===== config.mk =====
export PLATFORM = sky130hd
export DESIGN_NAME = coef_row_packer
export DESIGN_NICKNAME = d
export VERILOG_FILES = /design/src/rtl/coef_row_packer.sv
export SDC_FILE = /design/constraint.sdc
export NUM_CORES = 2
export LEC_CHECK = 0
export BUFFER_PORTS_ARGS = -buffer_cell sky130_fd_sc_hd__buf_2
export CAP_MARGIN = 20
export CORE_ASPECT_RATIO = 1.4
export CORE_MARGIN = 4
export CORE_UTILIZATION = 50
export CTS_BUF_LIST = sky130_fd_sc_hd__clkbuf_8
export DETAILED_ROUTE_END_ITERATION = 10
export PLACE_DENSITY = 0.66
export SYNTH_ARGS = -nofsm -noshare
export SYNTH_HDL_FRONTEND = slang
export SYNTH_SLANG_ARGS = --single-unit

===== constraint.sdc =====
create_clock -name clk -period 3.15 [get_ports clk]
set_input_delay 0.1575 -clock clk [delete_from_list [all_inputs] [get_ports clk]]
set_output_delay 0.1575 -clock clk [all_outputs]
set_load 0.02 [all_outputs]

===== src/rtl/coef_row_packer.sv =====
// Row-vector transmitter for the JPEG transpose stage: buffers 8x8 coefficient blocks in a
// two-bank ping-pong store and emits one 8-wide row per cycle.
// Define COEF_ROW_PACKER_COL_ORDER_EN to emit columns instead of rows (built-in transpose).
module coef_row_packer #(
  parameter int unsigned QW = 13
) (
  input  logic                 clk,
  input  logic                 resetn,
  input  logic signed [QW-1:0] i_data,
  input  logic                 i_valid,
  output logic                 i_hold,
  output logic signed [QW-1:0] q [7:0],
  output logic [2:0]           q_cnt,
  output logic                 q_valid,
  input  logic                 q_hold
);

  logic [QW-1:0] mem [2][64];
  logic [1:0]    full, full_d;
  logic          wbank, rbank;
  logic [5:0]    wcnt;
  logic [2:0]    rrow;
  logic          accept, load, wlast, rlast;

  // The write side never targets a full bank, so stalling on full[wbank] alone is enough.
  assign i_hold = full[wbank];
  assign accept = i_valid & ~full[wbank];
  assign load   = full[rbank] & (~q_valid | ~q_hold);
  assign wlast  = accept & (wcnt == 6'd63);
  assign rlast  = load & (rrow == 3'd7);

  // Set and clear always hit different banks, so both may apply on the same edge.
  always_comb begin
    full_d = full;
    if (wlast) full_d[wbank] = 1'b1;
    if (rlast) full_d[rbank] = 1'b0;
  end

  always_ff @(posedge clk) begin
    if (accept) mem[wbank][wcnt] <= i_data;
  end

  always_ff @(posedge clk) begin
    if (!resetn) begin
      full  <= 2'b00;
      wbank <= 1'b0;
      wcnt  <= 6'd0;
    end else begin
      full <= full_d;
      if (accept) begin
        wcnt <= wcnt + 6'd1;
        if (wlast) wbank <= ~wbank;
      end
    end
  end

  always_ff @(posedge clk) begin
    if (!resetn) begin
      rbank   <= 1'b0;
      rrow    <= 3'd0;
      q_cnt   <= 3'd0;
      q_valid <= 1'b0;
      for (int i = 0; i < 8; i++) q[i] <= '0;
    end else if (load) begin
      for (int i = 0; i < 8; i++) begin
`ifdef COEF_ROW_PACKER_COL_ORDER_EN
        q[i] <= mem[rbank][{3'(i), rrow}];
`else
        q[i] <= mem[rbank][{rrow, 3'(i)}];
`endif
      end
      q_cnt   <= rrow;
      q_valid <= 1'b1;
      rrow    <= rrow + 3'd1;
      if (rlast) rbank <= ~rbank;
    end else if (!q_hold) begin
      q_valid <= 1'b0;
    end
  end

endmodule


==> metrics.md <==
| Metric | Value |
|---|---|
| Num CTS Buffers | `241` |
| Vias in the first global route | `34.1k` |
| Worst-Margin Slew | `1160 ps` |
| Post CTS Setup Buffer Count | `0` |
| Power Density | `564 mW/mm²` |
| Seq/Total Area, Yosys | `77.9%` |
| Power Internal | `34300 µW` |
| Clock skew | `43.7 ps` |
| Top post-synthesis cells by area | `edfxtp_1 74%, mux4_2 14%, dfxtp_1 3.6%, mux2_2 1.7%, a221o_1 1.5%` |
| Clock-pin slew on the worst setup and hold paths | `60 ps` |
| DP HPWL | `91300 µm` |
| Fill cells | `9705` |
| GP Congestion | `0.787` |
| Startpoint types | `flop` |
| Die W | `318 µm` |
| Fmax | `0.357 GHz` |
| Rows | `159` |
| Final wirelength | `153000 µm` |
| Worst Hold Class | `in -> reg` |
| I/O pin cnt | `126` |
| Critical Path Fanout Max | `16` |
| Most frequent cells in the layout | `1664 x edfxtp_1, 416 x mux4_2, 262 x clkbuf_8, 236 x nor2_1, 204 x buf_4` |
| Minimum clock period after layout | `2800 ps` |
| Drt drc | `0` |
| Post-synth top area share | `74.2%` |
| Cells along the critical path | `mux2i_4, nand2_1, or4b_1, nor2_1, buf_4` |
| Die height | `442 µm` |
| Number of vias per cell | `5.88` |
| Delay-heaviest family, CP | `simple AND/OR/NAND/NOR gates` |
| Combinational share of power | `1.5%` |
| Core region area | `0.134 mm²` |
| Largest net degree at the start of global routing | `84` |
| RSZ-0062 raised after global routing | `false` |
| CP bufs+invs | `1` |
| Overflow after GRT | `0` |
| Final setup viols | `0` |
| Switching Fraction | `20.4%` |
| NumNets Final | `3479` |
| Iteration-0 DRC Markers | `3118` |
| Syn_area_per_cell | `22.3 µm²` |
| Clock root cell | `clkbuf_8` |
| Synth area leader | `edfxtp_1` |
| Placed cell area | `0.0715 mm²` |
| Port bufs | `125` |
| Final Hold Violating Endpoints | `0` |
| Routed Antenna Nets | `0` |
| Cell area after synthesis | `0.0673 mm²` |
| CTS sink cnt | `1786` |
| Synth warn | `0` |
| CTS tree | `built` |
| CP max stage cell | `or4b_1` |
| Critical path class | `reg -> reg` |
| Commonest non-fill, non-tap cell in the layout | `edfxtp_1` |
| Starting Density | `50.3%` |
| Die area | `0.141 mm²` |
| Clock Power Share | `38.3%` |
| Setup TNS | `0 ps` |
| Mapped Nets | `3039` |
| Leak pwr | `0.0241 µW` |
| Worst EP required | `3750 ps` |
| Tcrit/Tclk final | `88.8%` |
| Share of cells above drive strength 1 | `32.6%` |
| First-pass GRT wire length | `226000 µm` |
| Initial antenna violation count | `3` |
| Overall via count from detail_route | `32.0k` |
| Final max-slew violation count | `0` |
| Switch Pwr | `8810 µW` |
| Syn Inst Count | `3019` |
| Outcome | `finished clean` |
| TritonRoute pass-1 iters | `5` |
| Non-filler cells, final | `5439` |
| Total GRT Usage | `21.7%` |
| Cell variety after synth | `34` |
| Rel. slew slack | `22.8%` |
| Sequential Power Share | `60.2%` |
| Seq cells post-synth | `1786` |
| Design area | `0.0763 mm²` |
| Clock H-tree levels | `4` |
| Max VDD drop | `0.430 mV` |
| Max_cap viols | `0` |
| Clock Latency Late Sink | `930 ps` |
| Worst Setup End Kind | `flop` |
| Routed len/inst | `28.0 µm` |
| Max stage delay on crit path | `870 ps` |
| CP arrival | `3390 ps` |
| Area grow syn2layout | `13.4%` |
| Clock buffer depth | `3` |
| Placed cells | `4968` |
## synth_stat cells (all sizes together)
cell	number
o221a	2
ha	3
clkbuf	80
buf	91
nand3b	3
or2	2
inv	3
a221o	104
a21boi	9
nand2	25
a21oi	1
nor4	2
nand4b	1
nor2	236
and2	10
edfxtp	1664
mux2i	105
nor2b	4
mux2	105
or4b	2
mux4	416
nand3	14
nand4	3
xnor2	5
o21ai	3
or3	3
dfxtp	122
nor3b	1
## sequential cells by signal (all words and copies together) (netlist names), named ones only
| register | flops |
|---|---|
| wbank | 1 |
| q_cnt | 3 |
| q | 104 |
| rrow | 3 |
| rbank | 1 |
| mem | 1664 |
| full | 2 |
| wcnt | 6 |
| q_valid | 1 |
## logic make-up (layout without fill, tap and decap cells)
kind of cell | count (synthesis) | after routing | synth area share, %
buffers and inverters | 174 | 819 | 1.15
flip-flops | 1786 | 1786 | 77.9
AND/OR/NAND/NOR | 306 | 306 | 1.88
multiplexers | 626 | 626 | 17.3
adder cells (fa/ha/maj) | 3 | 3 | 0.0558
other | 0 | 4 | 0
AO/OA/AOI/OAI | 119 | 119 | 1.71
XOR/XNOR | 5 | 5 | 0.0651
## power groups by stage
stage	logic, µW	clock network, µW	registers [µW]
2_1_floorplan	113	0	26400
3_3_place_gp	590	0	26400
3_5_place_dp	632	0	26400
4_1_cts	652	16900	25900
5_1_grt	688	18100	25900
6_report	640	16500	25900
## path summary, 6_finish.rpt
path	from	end	slack (ps)	cells past startpoint
worst max-delay path	wbank$_SDFFE_PN0P_	mem[1][772]$_DFFE_PP_	350	5
worst min-delay path	i_data[10]	mem[0][543]$_DFFE_PP_	290	2
worst max register to register	wbank$_SDFFE_PN0P_	mem[1][772]$_DFFE_PP_	350	5
worst min register to register	q_cnt[0]$_SDFFE_PN0P_	q_cnt[0]$_SDFFE_PN0P_	460	2
## final cells by class
class | count | area [µm²] | share of cell area (%)
clock inverters | 186 | 986 | 1.29
well taps | 1771 | 2220 | 2.90
inverters | 3 | 11.3 | 0.0148
diodes | 4 | 10.0 | 0.0131
flip-flops and latches | 1786 | 52400 | 68.7
repair buffers | 368 | 2940 | 3.86
multi-input cells | 1059 | 14100 | 18.5
clock buffers | 262 | 3610 | 4.72
## metrics by stage
stage / utilization (%) / hold WS [ps] / total power [µW] / setup slack (ps)
after global placement: 53.4 / 438 / 27000 / 484
after detailed placement: 53.4 / 450 / 27100 / 406
after CTS: 57.0 / 176 / 43500 / 356
final: 57.0 / 288 / 43100 / 351
after global routing: 57.0 / 245 / 44700 / 211
after floorplan: - / 256 / 26600 / 263
## layer usage
layer / part of all wire (%) / vias up / global-route usage, %
li1: - / 13550 / -
met1: 39 / 16994 / 28.7
met2: 52 / 1207 / 37.4
met4: 2.3 / 0 / 6.54
met3: 6.5 / 218 / 3.86
met5: 0 / - / 0
## timing repair
item                                    4_1_cts  5_1_grt
endpoints found under the setup margin        0        0
hold buffers                                 19        0
resized for setup                             0        0
endpoints found under the hold margin      1028        0
(Power assumes the default switching activity.)
